## config.mk

```make
export PLATFORM = sky130hd
export DESIGN_NAME = keypad_scanner
export DESIGN_NICKNAME = d
export VERILOG_FILES = /design/src/rtl/keypad_pkg.sv /design/src/rtl/scan_tick_gen.sv /design/src/rtl/keypad_scanner.sv
export SDC_FILE = /design/constraint.sdc
export NUM_CORES = 1
export LEC_CHECK = 0
export ABC_AREA = 1
export CAP_MARGIN = 25
export CORE_UTILIZATION = 45
export DETAILED_ROUTE_END_ITERATION = 12
export RECOVER_POWER = 50
export REMOVE_ABC_BUFFERS = 1
export SLEW_MARGIN = 30
export SYNTH_ARGS = -nofsm -noshare
export SYNTH_HDL_FRONTEND = slang
export SYNTH_SLANG_ARGS = --single-unit
```

## constraint.sdc

```tcl
create_clock -name clk -period 3.04 [get_ports clk]
set_input_delay 0.456 -clock clk [delete_from_list [all_inputs] [get_ports clk]]
set_output_delay 0.456 -clock clk [all_outputs]
set_load 0.01 [all_outputs]
```

## src/rtl/keypad_pkg.sv

```systemverilog
// Shared types and constants for the 4x4 matrix keypad scanner.
// Holds the FSM state encoding and helpers for decoding active-low lines.
package keypad_pkg;

    localparam int unsigned KEY_W    = 4;
    localparam int unsigned NUM_ROWS = 4;
    localparam int unsigned NUM_COLS = 4;

    localparam logic [NUM_COLS-1:0] COL_RESET = 4'b1110;

    typedef enum logic [1:0] {
        SCAN,
        DEBOUNCE,
        REPORT,
        WAIT_RELEASE
    } state_t;

    function automatic logic single_low(input logic [3:0] lines);
        return ($countones(~lines) == 1);
    endfunction

    // Index of the lowest-numbered line that is driven low.
    function automatic logic [1:0] low_index(input logic [3:0] lines);
        logic [1:0] idx;
        idx = '0;
        for (int unsigned i = 4; i > 0; i--) begin
            if (!lines[i-1]) idx = 2'(i - 1);
        end
        return idx;
    endfunction

endpackage

```

## src/rtl/scan_tick_gen.sv

```systemverilog
// Free-running divider producing a one-cycle tick every SCAN_DIV clocks.
module scan_tick_gen #(
    parameter int unsigned SCAN_DIV = 50000
) (
    input  logic clk,
    input  logic rst_n,
    output logic tick
);

    localparam int unsigned     CW   = $clog2(SCAN_DIV);
    localparam logic [CW-1:0]   LAST = CW'(SCAN_DIV - 1);

    logic [CW-1:0] cnt;

    always_ff @(posedge clk or negedge rst_n) begin
        if (!rst_n)           cnt <= '0;
        else if (cnt == LAST) cnt <= '0;
        else                  cnt <= cnt + 1'b1;
    end

    assign tick = (cnt == LAST);

endmodule

```

## src/rtl/keypad_scanner.sv

```systemverilog
// 4x4 matrix keypad scanner: column drive, debounce, key encode, valid/ready output.
// Define KEYPAD_REPEAT_EN to build the auto-repeat hold counter.
module keypad_scanner
    import keypad_pkg::*;
#(
    parameter int unsigned SCAN_DIV       = 50000,
    parameter int unsigned DEBOUNCE_SCANS = 4,
    parameter int unsigned REPEAT_TICKS   = 500
) (
    input  logic                clk,
    input  logic                rst_n,
    input  logic [NUM_ROWS-1:0] row_n,
    output logic [NUM_COLS-1:0] col_n,
    output logic [KEY_W-1:0]    key_code,
    output logic                key_valid,
    input  logic                key_ready,
    output logic                key_held
);

    localparam logic [4:0] DEB_LAST = 5'(DEBOUNCE_SCANS);

    logic                tick;
    logic [NUM_ROWS-1:0] row_meta, row_sync;
    state_t              state, state_nx;
    logic [NUM_COLS-1:0] col_nx, col_adv;
    logic [1:0]          row_idx, row_idx_nx, col_idx;
    logic [3:0]          deb_cnt, deb_cnt_nx, rel_cnt, rel_cnt_nx;
    logic [4:0]          deb_inc, rel_inc;
    logic [KEY_W-1:0]    key_code_nx;
    logic                key_valid_nx, key_held_nx;
    logic                row_released, same_row;

`ifdef KEYPAD_REPEAT_EN
    localparam int unsigned   HW        = $clog2(REPEAT_TICKS + 1);
    localparam logic [HW-1:0] HOLD_LAST = HW'(REPEAT_TICKS);
    logic [HW-1:0] hold_cnt, hold_cnt_nx, hold_inc;
    assign hold_inc = hold_cnt + 1'b1;
`endif

    scan_tick_gen #(.SCAN_DIV(SCAN_DIV)) u_tick (
        .clk   (clk),
        .rst_n (rst_n),
        .tick  (tick)
    );

    always_ff @(posedge clk or negedge rst_n) begin
        if (!rst_n) begin
            row_meta <= '1;
            row_sync <= '1;
        end else begin
            row_meta <= row_n;
            row_sync <= row_meta;
        end
    end

    assign col_adv      = {col_n[NUM_COLS-2:0], col_n[NUM_COLS-1]};
    assign col_idx      = low_index(col_n);
    assign deb_inc      = {1'b0, deb_cnt} + 5'd1;
    assign rel_inc      = {1'b0, rel_cnt} + 5'd1;
    assign row_released = row_sync[row_idx];
    assign same_row     = single_low(row_sync) && (low_index(row_sync) == row_idx);

    always_ff @(posedge clk or negedge rst_n) begin
        if (!rst_n) begin
            state     <= SCAN;
            col_n     <= COL_RESET;
            row_idx   <= '0;
            deb_cnt   <= '0;
            rel_cnt   <= '0;
            key_code  <= '0;
            key_valid <= 1'b0;
            key_held  <= 1'b0;
`ifdef KEYPAD_REPEAT_EN
            hold_cnt  <= '0;
`endif
        end else begin
            state     <= state_nx;
            col_n     <= col_nx;
            row_idx   <= row_idx_nx;
            deb_cnt   <= deb_cnt_nx;
            rel_cnt   <= rel_cnt_nx;
            key_code  <= key_code_nx;
            key_valid <= key_valid_nx;
            key_held  <= key_held_nx;
`ifdef KEYPAD_REPEAT_EN
            hold_cnt  <= hold_cnt_nx;
`endif
        end
    end

    always_comb begin
        state_nx     = state;
        col_nx       = col_n;
        row_idx_nx   = row_idx;
        deb_cnt_nx   = deb_cnt;
        rel_cnt_nx   = rel_cnt;
        key_code_nx  = key_code;
        key_valid_nx = key_valid;
        key_held_nx  = key_held;
`ifdef KEYPAD_REPEAT_EN
        hold_cnt_nx  = hold_cnt;
`endif
        case (state)
            SCAN: begin
                if (tick) begin
                    if (single_low(row_sync)) begin
                        row_idx_nx = low_index(row_sync);
                        deb_cnt_nx = '0;
                        state_nx   = DEBOUNCE;
                    end else begin
                        col_nx = col_adv;
                    end
                end
            end
            DEBOUNCE: begin
                if (tick) begin
                    if (same_row) begin
                        deb_cnt_nx = deb_inc[3:0];
                        if (deb_inc == DEB_LAST) begin
                            key_code_nx  = {row_idx, col_idx};
                            key_valid_nx = 1'b1;
                            key_held_nx  = 1'b1;
                            rel_cnt_nx   = '0;
                            state_nx     = REPORT;
                        end
                    end else begin
                        col_nx   = col_adv;
                        state_nx = SCAN;
                    end
                end
            end
            REPORT: begin
                // Release is debounced here too so key_held can drop before the consumer responds.
                if (tick && key_held) begin
                    if (row_released) begin
                        rel_cnt_nx = rel_inc[3:0];
                        if (rel_inc == DEB_LAST) key_held_nx = 1'b0;
                    end else begin
                        rel_cnt_nx = '0;
                    end
                end
                if (key_valid && key_ready) begin
                    key_valid_nx = 1'b0;
`ifdef KEYPAD_REPEAT_EN
                    hold_cnt_nx  = '0;
`endif
                    if (!key_held_nx) begin
                        col_nx   = col_adv;
                        state_nx = SCAN;
                    end else begin
                        state_nx = WAIT_RELEASE;
                    end
                end
            end
            WAIT_RELEASE: begin
                if (tick) begin
                    if (row_released) begin
`ifdef KEYPAD_REPEAT_EN
                        hold_cnt_nx = '0;
`endif
                        rel_cnt_nx = rel_inc[3:0];
                        if (rel_inc == DEB_LAST) begin
                            key_held_nx = 1'b0;
                            col_nx      = col_adv;
                            state_nx    = SCAN;
                        end
                    end else begin
                        rel_cnt_nx = '0;
`ifdef KEYPAD_REPEAT_EN
                        if (hold_inc == HOLD_LAST) begin
                            key_valid_nx = 1'b1;
                            hold_cnt_nx  = '0;
                            state_nx     = REPORT;
                        end else begin
                            hold_cnt_nx = hold_inc;
                        end
`endif
                    end
                end
            end
            default: state_nx = SCAN;
        endcase
    end

endmodule
```

# Word-level counts from Yosys, hierarchy flattened
# Cells that the tools add are included.
# word_totals
word_cells,111
output_inout_bits,10
input_bits,7
regBits,46
# op_classes
n_reduce_logical,15
eq_ne,22
muxes,55
n_addsub,6
n_lt_le_gt_ge,1
n_bitwise,1
# ops
op,n
2-to-1 mux 4 bit,19
2-to-1 mux 2 bit,18
!= test 2 bit (second input constant),13
adder 16 x 1 -> 16 bit (second input constant),1
== test 16 bit (second input constant),1
2-to-1 mux 16 bit,1
case mux 4 bit (4 select lines),1
AND reduction 5 bit,3
case mux 4 bit (3 select lines),1
adder 4 x 1 -> 5 bit (second input constant),2
== test 5 x 3 -> 1 bit (second input constant),2
2-to-1 mux 1 bit,10
AND reduction 9 bit,1
case mux 2 bit (4 select lines),1
case mux 4 bit (2 select lines),1
AND reduction 8 bit,1
AND reduction 6 bit,1
adder 1 x 1 -> 2 bit,2
== test 2 bit (second input constant),2
inverter 4 bit,1
AND reduction 4 bit,1
nonzero test 2 bit,2
adder 2 x 2 -> 3 bit,1
== test 3 x 1 -> 1 bit (second input constant),1
11 further kinds,13

# Depth between registers and ports, before layout
# Gate-level depths: netlist of the first run.
# depth
word_depth,9
depth_mapped,13
ltp_nobuf,13

# By module
# Synthesis of the first run repeated with hierarchy kept, for this count alone.
# unflattened
hier_cells,340
area_unflattened_um2,2620.0
# modules_own_cells
module,area_per_inst_um2,cells_per_inst,seq_area_each_um2,n_inst
keypad_scanner,1730.4,220,764.5,1
scan_tick_gen,889.6,120,400.4,1

# Worst setup path before layout of the first run
# Ideal clock, no wire load.
# synth_path
kind,register to register
startpoint,register row_sync[0]
endpoint,register rel_cnt[2]
required_time_ns,2.923
setup_time_ns,0.117
n_path_buf,0
slack_ns,0.649
synth_period_minus_slack_ns,2.391
arrival_time_ns,2.274
stages_incl_launch_ff,11
path_cell_list,dfstp_2 > fa_1 > inv_1 > ha_1 > ha_1 > nor3_1 > nand3_1 > o21ai_0 > nand3_2 > nand2_1 > nand2_1
# synth_between
elab_chain_cells,7
# synth_lines
item,line_no,source
start: declaration,keypad_scanner.sv:23,"logic [NUM_ROWS-1:0] row_meta, row_sync;"
start signal: assignment,keypad_scanner.sv:52,row_sync <= row_meta;
inverter 4 bit,keypad_pkg.sv:19,return ($countones(~lines) == 1);
adder 1 x 1 -> 2 bit (not written as such),keypad_pkg.sv:19,
adder 2 x 2 -> 3 bit (not written as such),keypad_pkg.sv:19,
== test 3 x 1 -> 1 bit,keypad_pkg.sv:19,
logical AND 1 bit,keypad_scanner.sv:61,assign same_row = single_low(row_sync) && (low_index(row_sync) == row_idx);
!= test 2 bit (no line),n/a,
AND reduction 6 bit (no line),n/a,
end signal: assignment,keypad_scanner.sv:81,rel_cnt <= rel_cnt_nx;
end: declaration,keypad_scanner.sv:27,"logic [3:0] deb_cnt, deb_cnt_nx, rel_cnt, rel_cnt_nx;"
# Several ways; a longest one is shown, not always the timed one. The select of a mux whose other input is x is not followed.
# A chain may end at the register's enable or synchronous reset.

# Final worst setup path of the first run
# layout_path
startpoint,register row_sync[1]
endpoint,register rel_cnt[1]
# The elaborated chain is that of the path after synthesis.

==> reports/qor.yml, run 1 <==
synth-simple-area-share_pct: 32.3
cp_data_arrival_time_ps: 2820
fin_crit_sh_pct: 86.4
synth-compound-area-share_pct: 8.04
hold_depth: 0
grt_pass1_vias: 2026
crit_required_ps: 3230
p_sw_share_pct: 21.9
rr_endpoint: "rel_cnt[1]$_DFFE_PN0P_"
yosysSeqAreaShare_pct: 46.8
cts_buffer_depth: 2
area_growth_pct: 14.1
die-area_um2: 5840
postLayoutCellArea_um2: 2840
synth_top_family_by_area: "simple AND/OR/NAND/NOR gates"
grt_pass1_wl_um: 8960
design.core.area_um2: 5200
powerDensity_nw_per_um2: 399
critPathBufInv: 1
path_class: "register to register"
grt_usage_pct: 19.1
p_int_uw: 885
overflow: 0
ant_nets: 0
status: "finished with violations"
cts_hold_buf: 0
p_sw_uw: 248
path_max_fanout: 5
ys_ff_latch: 46
end_kind: "register"
violations: "max-capacitance violations, max-slew violations"
vias: 2025
vias_per_cell: 4.99
cts_resized: 0
synth_cell_types: 31
ir_drop_mv: 0.211
maxCapViolCount: 1
antenna_found_initial: 0
cp_top_family: "adder cells"
numCtsBuffers: 5
port_buffers: 16
seq_power_share_pct: 55.4
hold_class: "register to register"
yosysTopAreaCell: "dfrtp_1"
ioPinCount: 17
finalSetupTns_ps: 0
setup_violations: 0
leakage_uw: 0.00132
placed_area_um2: 2740
drcViolationCount: 0
cts_tree: "done"
ff2ff_setup_slack_ps: 410
synth_ff_type: "dfrtp_1"
hold_start: "row_meta[2]$_DFF_PN1_"
antenna_cells: 0
synth_fa_ha_area_share_pct: 3.82
drv_slew: 47
cts_htree_levels: 2
tightest_slew_ps: 2370
fin_skew_ps: 6.29
finalWeightedCongestion: 0.806
layout_min_cycle_time_ps: 2630
pwr-share-comb_pct: 4.4
num-nets-final: 349
clk_pin_slew_ps: 80
yosys.area_share.xor_xnor_pct: 1.76
fmax_ghz: 0.381
syn-instance-count: 312
rsz0062_at_grt: "no"
clock_latency_ps: 300
cts-root-buf: "clkbuf_8"
fp.dieW_um: 76.4
async_flop_share_pct: 100
synth_area_leaders: "dfrtp_1 (35%), dfstp_2 (12%), nand2_1 (11%)"
numClockSinks: 46
clock_power_share_pct: 40.2
drt_iter0_markers: 156
fp-row-count: 26
hold_end: "row_sync[2]$_DFF_PN1_"
yosys_warnings: 0
synth_edf_count: 0
yosys.area.top_type_share_pct: 35.2
dr.pass1.iters: 4
path_cells: "fa_1 > inv_1 > ha_1 > ha_1 > nor3_1 > nand3_1 > o21ai_0 > nand3_2 > nand2_1 > nand2_1"
critPathMaxStageDelay_ps: 580
wl_um: 4830
grt_max_degree: 47
avgRoutedWirePerCell_um: 11.9
dpl.hpwl_um: 3600
slew_headroom_pct: -58.0
r2r_start: "row_sync[1]$_DFF_PN1_"
start_util_pct: 47.9
finalHoldViolations: 0
drive_gt1_share_pct: 13.4
netlist_area_um2: 2490
post_cts_buffers: 0
dieHeight_um: 76.4
muxShareOfSynthArea_pct: 0
worstSetupStartpointType: "register"
cpMaxStageDelayCell: "dfstp_2"
ff2ff_path_depth: 10
avgSynthCellArea_um2: 7.98
per-stage QoR:
| step | std cells | hold slack, ps | total power (µW) | utilization [%] | setup WS (ps) |
|---|---|---|---|---|---|
| after floorplan | 312 | 160 | 664 | - | 649 |
| after global routing | 406 | 370 | 1180 | 54.6 | 155 |
| after global placement | 398 | 347 | 691 | 52.5 | 479 |
| after CTS | 406 | 168 | 1150 | 54.7 | 397 |
| after detailed placement | 398 | 348 | 693 | 52.6 | 424 |
| final | 406 | 361 | 1130 | 54.6 | 412 |
sequential cells by signal, summed over array words and instances, names as in the netlist:
signal and count:
col_n 4, deb_cnt 4, key_code 4, key_held 1
key_valid 1, rel_cnt 4, row_idx 2, row_meta 4
row_sync 4, state 2, u_tick.cnt 16
final cells by class:
type,instances,area [µm²]
timing repair buffer,16,154
fill,521,2360
tap,70,87.6
inverter,47,181
clock buffer,6,72.6
sequential,46,1160
clock inverter,2,37.5
multi-input combinational,219,1140
logic make-up (layout without fill, tap and decap cells):
logic type | count (synthesis) | in the layout
AOI/OAI and AO/OA | 36 | 36
and+or+nand+nor | 171 | 171
DFF | 46 | 46
buffers and inverters | 47 | 71
xor gates and xnor gates | 5 | 5
adders and majority gates | 7 | 7
layer usage:
layer | track usage, % | part of all wire, %
met5 | 0 | 0
met4 | 6.73 | 1.1
met3 | 3.59 | 3.3
met2 | 31.3 | 45
met1 | 25.2 | 51
power groups by stage:
stage	Combinational, µW	Sequential, µW	Clock (µW)
global route	59.9	629	494
finish	50.4	627	456
CTS	54.1	628	467
floorplan	26.2	638	0
global placement	53.2	638	0
detailed placement	53.8	639	0
cells in the final DEF (no fill, tap or decap), types with 4 or more instances in the layout:
cell	n
xor2_1	4
nor2_1	27
nand2_2	6
nand3_1	31
a21oi_1	7
dlygate4sd3_1	4
nor3_1	8
dfstp_2	11
ha_1	6
clkbuf_8	5
o21ai_0	17
o21ai_1	6
inv_1	41
nand4_1	10
inv_2	4
clkdlybuf4s50_1	11
nand2_1	74
nor2_2	4
dfrtp_1	35
worst max-delay path by stage:
stage | startpoint | to | slack [ps] | cells past startpoint
after detailed placement | row_sync[1]$_DFF_PN1_ | rel_cnt[1]$_DFFE_PN0P_ | 420 | 10
after floorplan | row_sync[0]$_DFF_PN1_ | rel_cnt[2]$_DFFE_PN0P_ | 650 | 10
final | row_sync[1]$_DFF_PN1_ | rel_cnt[1]$_DFFE_PN0P_ | 410 | 10
after CTS | row_sync[1]$_DFF_PN1_ | rel_cnt[1]$_DFFE_PN0P_ | 400 | 10
after global routing | rst_n | u_tick.cnt[15]$_DFF_PN0_ | 150 | 1
after global placement | row_sync[1]$_DFF_PN1_ | rel_cnt[3]$_DFFE_PN0P_ | 480 | 10
synthesized netlist by cell type (6+ instances only):
cell     count
nand2_1     74
inv_1       41
dfrtp_1     35
nand3_1     31
nor2_1      27
o21ai_0     17
dfstp_2     11
nand4_1     10
nor3_1       8
a21oi_1      7
ha_1         6
nand2_2      6
o21ai_1      6
Power figures use the tool's default switching activity.
==> run 2, diff against run 1 <==
Settings changed: TNS_END_PERCENT from default to 20.
==> results of run 2 <==
Same layout as run 1: the final DEF is identical, and so are final timing and power.
==> run 3, diff against run 2 <==
Settings changed: GPL_ROUTABILITY_DRIVEN from default to 0.
==> results of run 3 <==
Same layout as run 1: the final DEF is identical, and so are final timing and power.
